## src/rtl/muldiv_arbiter.sv

```systemverilog
// Round-robin front end for the shared mul/div unit: grants one requester,
// captures its op, sequences the unit with a completion watchdog, returns a one-cycle response.
module muldiv_arbiter #(
  parameter int NUM_REQ        = 2,
  parameter int TIMEOUT_CYCLES = 64
) (
  input  logic                    clk,
  input  logic                    rst,
  input  logic [NUM_REQ-1:0]      req_valid_i,
  output logic [NUM_REQ-1:0]      req_ready_o,
  input  logic [8*NUM_REQ-1:0]    req_op_i,
  input  logic [32*NUM_REQ-1:0]   req_op1_i,
  input  logic [32*NUM_REQ-1:0]   req_op2_i,
  output logic [NUM_REQ-1:0]      resp_valid_o,
  output logic [31:0]             resp_data_o,
  output logic                    resp_err_o,
  output logic [31:0]             unit_op1_o,
  output logic [31:0]             unit_op2_o,
  output logic [7:0]              unit_op_o,
  input  logic [31:0]             unit_wdata_i,
  input  logic                    unit_we_i
);

  localparam int IW  = $clog2(NUM_REQ);
  localparam int CAW = IW + 1;
  localparam int CW  = $clog2(TIMEOUT_CYCLES);

  typedef enum logic [1:0] {IDLE = 2'd0, BUSY = 2'd1, RESP = 2'd2} state_t;

  state_t          state, state_n;
  logic [IW-1:0]   ptr, grant_idx, grant_q;
  logic            grant_found, accept;
  logic [CAW-1:0]  cand;
  logic [7:0]      op_q;
  logic [31:0]     op1_q, op2_q, data_q;
  logic            err_q;
  logic [CW-1:0]   cnt;
  logic            op_legal, timeout_hit;

  assign op_legal    = (op_q != 8'h00) && ((op_q & (op_q - 8'd1)) == 8'h00);
  assign timeout_hit = (cnt == CW'(TIMEOUT_CYCLES - 1));

  // Search starts just after the last granted index and wraps once.
  always_comb begin
    grant_found = 1'b0;
    grant_idx   = '0;
    cand        = '0;
    for (int i = 0; i < NUM_REQ; i++) begin
      cand = CAW'(ptr) + CAW'(1) + CAW'(i);
      if (cand >= CAW'(NUM_REQ)) cand = cand - CAW'(NUM_REQ);
      if (!grant_found && req_valid_i[cand[IW-1:0]]) begin
        grant_found = 1'b1;
        grant_idx   = cand[IW-1:0];
      end
    end
  end

  assign accept = (state == IDLE) && grant_found && !rst;

  always_ff @(posedge clk or posedge rst) begin
    if (rst) state <= IDLE;
    else     state <= state_n;
  end

  always_comb begin
    state_n = state;
    case (state)
      IDLE: if (accept) state_n = BUSY;
      BUSY: if (!op_legal || unit_we_i || timeout_hit) state_n = RESP;
      RESP: state_n = IDLE;
      default: state_n = IDLE;
    endcase
  end

  // Illegal ops pass through one BUSY cycle with the unit lines held low.
  always_ff @(posedge clk or posedge rst) begin
    if (rst) begin
      ptr     <= '0;
      grant_q <= '0;
      op_q    <= '0;
      op1_q   <= '0;
      op2_q   <= '0;
      cnt     <= '0;
      data_q  <= '0;
      err_q   <= 1'b0;
    end else begin
      if (accept) begin
        op_q    <= req_op_i[8*grant_idx +: 8];
        op1_q   <= req_op1_i[32*grant_idx +: 32];
        op2_q   <= req_op2_i[32*grant_idx +: 32];
        grant_q <= grant_idx;
        ptr     <= grant_idx;
        cnt     <= '0;
      end
      if (state == BUSY) begin
        cnt <= cnt + CW'(1);
        if (!op_legal) begin
          data_q <= '0;
          err_q  <= 1'b1;
        end else if (unit_we_i) begin
          data_q <= unit_wdata_i;
          err_q  <= 1'b0;
        end else if (timeout_hit) begin
          data_q <= '0;
          err_q  <= 1'b1;
        end
      end
    end
  end

  always_comb begin
    req_ready_o  = '0;
    resp_valid_o = '0;
    resp_data_o  = '0;
    resp_err_o   = 1'b0;
    unit_op_o    = '0;
    unit_op1_o   = '0;
    unit_op2_o   = '0;
    if (accept) req_ready_o = NUM_REQ'(1) << grant_idx;
    if (state == BUSY && op_legal) begin
      unit_op_o  = op_q;
      unit_op1_o = op1_q;
      unit_op2_o = op2_q;
    end
    if (state == RESP) begin
      resp_valid_o = NUM_REQ'(1) << grant_q;
      resp_data_o  = data_q;
      resp_err_o   = err_q;
    end
  end

endmodule

```

## config.mk

```make
export PLATFORM = sky130hd
export DESIGN_NAME = muldiv_arbiter
export DESIGN_NICKNAME = d
export VERILOG_FILES = /design/src/rtl/muldiv_arbiter.sv
export SDC_FILE = /design/constraint.sdc
export NUM_CORES = 1
export LEC_CHECK = 0
export BUFFER_PORTS_ARGS = -buffer_cell sky130_fd_sc_hd__buf_2
export CORE_AREA = 2 2 114 116
export CTS_BUF_LIST = sky130_fd_sc_hd__clkbuf_8
export DETAILED_ROUTE_END_ITERATION = 16
export DIE_AREA = 0 0 116 118
export GPL_ROUTABILITY_DRIVEN = 0
export PLACE_DENSITY_LB_ADDON = 0.2
export SYNTH_ARGS = -nofsm -noshare
export SYNTH_HDL_FRONTEND = slang
export SYNTH_SLANG_ARGS = --single-unit
export TNS_END_PERCENT = 30
```

## constraint.sdc

```tcl
create_clock -name clk -period 3.77 [get_ports clk]
set_input_delay 0.377 -clock clk [delete_from_list [all_inputs] [get_ports clk]]
set_output_delay 0.377 -clock clk [all_outputs]
set_load 0.05 [all_outputs]
```

==> results of run 1 <==
-- synthesized netlist by cell type --
master | n | area (um2)
a31oi_1 | 1 | 6.26
o31ai_1 | 2 | 15.0
inv_1 | 75 | 282
o21ai_0 | 5 | 25.0
clkbuf_1 | 32 | 120
a22o_1 | 33 | 289
buf_4 | 3 | 22.5
nand2_1 | 10 | 37.5
and2_1 | 107 | 669
nor2_1 | 3 | 11.3
buf_1 | 1 | 3.75
nor3_1 | 2 | 10.0
buf_2 | 3 | 15.0
nor2_2 | 1 | 6.26
ha_1 | 1 | 12.5
maj3_1 | 1 | 10.0
or4_4 | 1 | 11.3
xnor2_1 | 1 | 8.76
a21oi_1 | 2 | 10.0
dfrtp_1 | 114 | 2850
nor3b_2 | 1 | 12.5
a31oi_4 | 1 | 21.3
a2111oi_2 | 1 | 15.0
nor2b_1 | 3 | 18.8
and3_1 | 2 | 12.5
nand2b_1 | 3 | 18.8
o21ai_2 | 1 | 8.76
nand3_1 | 2 | 10.0
a2111o_1 | 1 | 11.3
a21o_1 | 1 | 7.51
or3_1 | 1 | 6.26
a222oi_1 | 72 | 721
mux2i_1 | 1 | 10.0
o21ai_1 | 2 | 10.0
-- per-stage QoR --
| step | worst slack, ns | hold slack (ns) |
|---|---|---|
| finish | 0.596 | 0.0428 |
| global route | 0.396 | 0.0794 |
| CTS | 0.516 | 0.0447 |
| detailed placement | 1.00 | 0.466 |
| global placement | 1.06 | 0.468 |
| floorplan | 0.377 | 0.447 |
-- sequential cells by signal, summed over array words and instances (netlist names) --
signal   count
data_q      32
op1_q       32
op2_q       32
op_q         8
cnt          6
state        2
err_q        1
grant_q      1
-- worst max-delay path: stages, from the launching register on --
cell       delay (ns)
dfrtp_1          0.41
or4_4            0.56
a2111oi_2        0.34
a31oi_4          0.11
nor2_4           0.14
buf_4            0.32
and2_1           0.22
buf_2            0.27
-- layout make-up --
cell class              count  area [um2]  area share (%)
flip-flops and latches    114        2850            39.0
multi-input cells         262        2040            27.9
repair buffers            300        1530            20.9
inverters                  75         284            3.88
clock buffers              19         262            3.57
well taps                 172         215            2.94
clock inverters            12         140            1.91
-- report_power, final --
group | internal, uW | switching [uW]
Sequential | 1700 | 315
Combinational | 608 | 909
Clock | 676 | 483
-- routing by layer --
metal | vias up | wire length, um
met5 | - | 0
met3 | 28 | 1360
li1 | 2329 | -
met4 | 0 | 347
met2 | 273 | 8290
met1 | 2496 | 6310
-- final timing paths --
path                                from            end  slack, ns  depth (start not counted)
setup / recovery                 op_q[1]  unit_op1_o[8]       0.60                          7
hold / removal                       rst       state[0]       0.04                          2
setup reg to reg                 op_q[1]     data_q[15]       1.41                          6
hold reg to reg                   cnt[5]         cnt[5]       0.48                          1
max in group asynchronous            rst     data_q[19]       2.85                          3
min in group clk           req_op2_i[47]      op2_q[15]       0.16                          3
-- logic make-up (layout without fill, tap and decap cells) --
family | Yosys count | after routing | synth area share [%]
fa+ha+maj | 2 | 2 | 0.425
flops | 114 | 114 | 53.8
mux | 1 | 1 | 0.189
simple gates | 136 | 136 | 15.6
compound gates | 122 | 122 | 21.5
xor+xnor | 1 | 1 | 0.165
buf+inv | 114 | 406 | 8.35
-- layout by cell type, fill, tap and decap left out, types with 2 or more instances in the layout --
cell type and count:
buf_2 289, dfrtp_1 114, and2_1 107, inv_1 75, a222oi_1 72, a22o_1 33, clkbuf_8 19, buf_4 11
nand2_1 10, clkinv_2 6, o21ai_0 5, nand2b_1 3, nor2b_1 3, nor2_1 3, bufinv_16 3, nor3_1 2
nand3_1 2, o31ai_1 2
==> impl_metrics.csv, run 1 <==
group,metric,value,unit
outcome,status,"completed",
global_route,grt_antenna_before_repair,0,
global_route,grt_pass1_vias,4992,
worst_setup_path,crit_arrival,2.80,ns
clock_network,htree_levels,4,
drt,antenna_left,0,
drt,vias,5126,
worst_setup_path,worst-path-max-fanout,40,
clock_network,clock_latency,0.43,ns
global_route,grt_max_degree,78,
yosys,ys_types,34,
run,drv_cap,0,
floorplan,die_height,118,um
min_path,hp-class,"in -> async",
cells_and_area,fin_area,0.00732,mm2
cells_and_area,fill_cells,1093,
drt,vias_per_cell,5.37,
clock_network,cts_resized,0,
timing,drv_slew,0,
drt,wirelength,16300,um
power,p_leak,0.00424,uW
clock_network,numCtsBuffers,17,
clock_network,cts-hold-fix-buffers,0,
clock_network,cts_setup_buffers,0,
timing,timing.slew.headroom,44.4,%
floorplan,dieArea,0.0137,mm2
yosys,syn_area,0.00530,mm2
place,place_area,0.00692,mm2
floorplan,core-area,0.0124,mm2
floorplan,rows,41,
power,p_total,4700,uW
worst_setup_path,setup.worst_path.class,"reg -> out",
yosys,synth.avg_cell_area,10.8,um2
floorplan,initial_core_util,42.7,%
worst_setup_path,crit_path_start_kind,"flop",
clock_network,cts_max_path_buffers,2,
global_route,grt_pass1_wl,25000,um
clock_network,cts_tree,"built",
cells_and_area,final_cells,954,
place,dp.cells,923,
power,power.density,641,mW/mm2
timing,fmax,315,MHz
drt,wl_per_cell,17.1,um
drt,dr.pass1.iters,11,
place,io_buffers,289,
global_route,gr-usage-met2,39.3,%
worst_setup_path,endpoint_kind,"primary output",
timing,setup_violations,0,
power,irDropWorstVdd,0.345,mV
timing,worst_clock_skew,0.0121,ns
global_route,grt_overflow,0,
place,detailed_place_hpwl,11500,um
global_route,grt.busiest_layer,"met2",
clock_network,cts_root_buf,"clkbuf_8",
cells_and_area,area_growth,38.1,%
worst_setup_path,cp_data_required_time,3.39,ns
floorplan,die_w,116,um
clock_network,clkTransAtPathRegs,0.06,ns
yosys,syn_nets,672,
timing,worstMarginPinSlew,0.834,ns
cells_and_area,final_util,59.0,%
yosys,yosysWarnings,0,
drt,drt_iter0_markers,620,
cells_and_area,drive_above_1_share,43.5,%
floorplan,io_pins,290,
timing,min_period,3.17,ns
timing,tns,0,ns
global_route,use_met1,27.1,%
yosys,synth_cells,490,
timing,hold_viol,0,
global_route,met3_usage,7.47,%
clock_network,clock_sinks,114,
cells_and_area,final_nets,952,
global_route,grt_use_total,23.5,%
timing,rsz0062_at_grt,"no",
drt,drc,0,
timing,fin_crit_sh,84.2,%
cells_and_area,n_antenna_cell,0,
yosys,ys_ff_latch,114,
yosys,yosysSeqAreaShare,53.8,%
(Power assumes the default switching activity.)
==> run 2, diff against run 1 <==
- CORE_AREA: 2 2 114 116 -> not set
- CORE_MARGIN: not set -> 1.5
- CORE_UTILIZATION: not set -> 42
- DIE_AREA: 0 0 116 118 -> not set
- clock period: 3.77 -> 2.8 ns (I/O delays scaled with it)
==> impl_metrics.csv, run 2 (synthesis results as in run 1) <==
group,metric,value,unit
floorplan,core-area,0.0122,mm2
drt,drt_iter0_markers,586,
worst_setup_path,crit_path_max_incr_delay,0.56,ns
clock_network,numCtsBuffers,17,
timing,worstMarginPinSlew,0.900,ns
power,pwr-share-clk,20.5,%
outcome,violations,"setup timing",
global_route,grt_overflow,0,
timing,worst_clock_skew,0.00872,ns
cells_and_area,layout_commonest_cell,"buf_2",
worst_setup_path,crit_chain,"or4_4 -> or3_4 -> a31oi_4 -> buf_12 -> nor2_4 -> buf_6 -> and2_1 -> buf_6",
global_route,grt_antenna_before_repair,0,
clock_network,clock_sinks,114,
drt,dr.pass1.iters,10,
place,place_area,0.00703,mm2
worst_setup_path,crit_top_cell,"buf_6",
cells_and_area,area_growth,54.7,%
drt,wl_per_cell,18.3,um
clock_network,clock_latency,0.43,ns
power,power.density,815,mW/mm2
power,p_sw,2470,uW
place,io_buffers,289,
worst_setup_path,setup.worst_path.class,"reg -> out",
power,p_comb_share,38.7,%
cells_and_area,largest_registers,"data_q (32), op1_q (32), op2_q (32)",
cells_and_area,drive_above_1_share,52.7,%
floorplan,initial_core_util,43.6,%
worst_setup_path,worst-path-max-fanout,6,
timing,setup_ws,-0.0593,ns
power,irDropWorstVdd,0.448,mV
timing,hold_viol,0,
drt,vias,5304,
outcome,status,"complete, but fails checks",
worst_setup_path,crit_path_start_kind,"flop",
cells_and_area,n_antenna_cell,0,
floorplan,die_height,115,um
timing,rsz0062_at_grt,"yes",
worst_setup_path,endpoint_kind,"primary output",
clock_network,cts_tree,"built",
global_route,grt_pass1_wl,27400,um
power,seqPwrFrac,40.8,%
timing,fin_crit_sh,102,%
cells_and_area,layout_common_cells,"buf_2 (217), dfrtp_1 (114), inv_1 (76)",
timing,drv_slew,0,
power,p_leak,0.00450,uW
timing,timing.slew.headroom,39.8,%
floorplan,dieArea,0.0133,mm2
clock_network,cts_root_buf,"clkbuf_8",
power,internal-power,4210,uW
clock_network,clkTransAtPathRegs,0.06,ns
place,detailed_place_hpwl,11700,um
clock_network,cts_max_path_buffers,2,
global_route,grt_pass1_vias,5411,
global_route,grt_max_degree,65,
worst_setup_path,crit_path_top_delay_cell,"or4_4",
clock_network,htree_levels,4,
power,switching_share,36.9,%
worst_setup_path,cp_data_required_time,2.52,ns
floorplan,io_pins,290,
drt,wirelength,17800,um
timing,setup_violations,71,
drt,drc,0,
cells_and_area,final_nets,978,
timing,fmax,350,MHz
drt,antenna_left,0,
worst_setup_path,crit_arrival,2.58,ns
global_route,grt_use_total,27.3,%
run,drv_cap,0,
floorplan,die_w,115,um
drt,vias_per_cell,5.44,
min_path,hp-class,"in -> reg",
floorplan,rows,40,
power,p_total,6680,uW
cells_and_area,fin_area,0.00820,mm2
timing,min_period,2.86,ns
## run 2: changes by cell type in the layout (fill, tap and decap cells not counted), moves of 4 or more
cell | previous run | this run
and2_1 | 107 | 48
and2_4 | 0 | 59
buf_12 | 0 | 5
buf_2 | 289 | 217
buf_4 | 11 | 21
buf_6 | 0 | 75
buf_8 | 0 | 4
clkbuf_8 | 19 | 24
## run 2: path summary, 6_finish.rpt
| kind | from | endpoint | slack (ns) | depth (start not counted) |
|---|---|---|---|---|
| max reg2reg | op_q[2] | data_q[12] | 0.36 | 8 |
| min | req_op1_i[54] | op1_q[22] | 0.06 | 3 |
| max in group asynchronous | rst | op1_q[3] | 1.70 | 4 |
| min in group asynchronous | rst | data_q[30] | 0.54 | 4 |
| min reg2reg | cnt[5] | cnt[5] | 0.48 | 1 |
| max | op_q[2] | unit_op1_o[17] | -0.06 | 8 |
## run 2: power by group through the flow
stage,logic (uW),registers (uW),clock network (uW)
2_1_floorplan,1560,2560,0
3_3_place_gp,2140,2690,0
3_5_place_dp,2210,2700,0
4_1_cts,2550,2700,1410
5_1_grt,2820,2790,1490
6_report,2590,2730,1370
## run 2: stage by stage
step | hold slack, ns | setup WS (ns) | std cells | TNS, ns | util, %
final | 0.0594 | -0.0593 | 975 | -2.53 | 67.4
after floorplan | 0.405 | 0.281 | 490 | 0 | -
after global routing | 0.0393 | -0.157 | 975 | -9.19 | 67.4
after CTS | 0.0237 | -0.117 | 975 | -7.48 | 67.0
after detailed placement | 0.424 | -0.356 | 929 | -22.14 | 57.8
after global placement | 0.417 | -0.235 | 929 | -13.07 | 57.8
## run 2: critical path, delay by kind of cell, from the launching register on
kind / cells / cell delay, ns
and+or+nand+nor: 4 / 1.13
buffers and inverters: 3 / 0.45
DFF: 1 / 0.37
AOI/OAI and AO/OA: 1 / 0.19
## run 2: timing repair
item,in CTS,in global routing
pin swaps,8,2
hold buffers,1,0
setup buffers,12,0
cloned,3,0
endpoints found under the setup margin,72,72
hold endpoints to repair,64,0
resized for setup,200,19
## run 2: layout make-up
cell class	instances	area [um2]
Fill cell	965	3960
Timing Repair Buffer	323	2260
Multi-Input combinational cell	265	2230
Sequential cell	114	2850
Inverter	75	285
Clock inverter	6	30.0
Clock buffer	24	330
Tap cell	168	210
## run 2: layer usage
metal | vias up | share of wire (%) | global-route usage [%]
met5 | - | 0 | 0
met1 | 2589 | 38 | 32.4
met2 | 295 | 51 | 46.0
li1 | 2388 | - | -
met3 | 32 | 8.1 | 8.28
met4 | 0 | 2.2 | 11.9
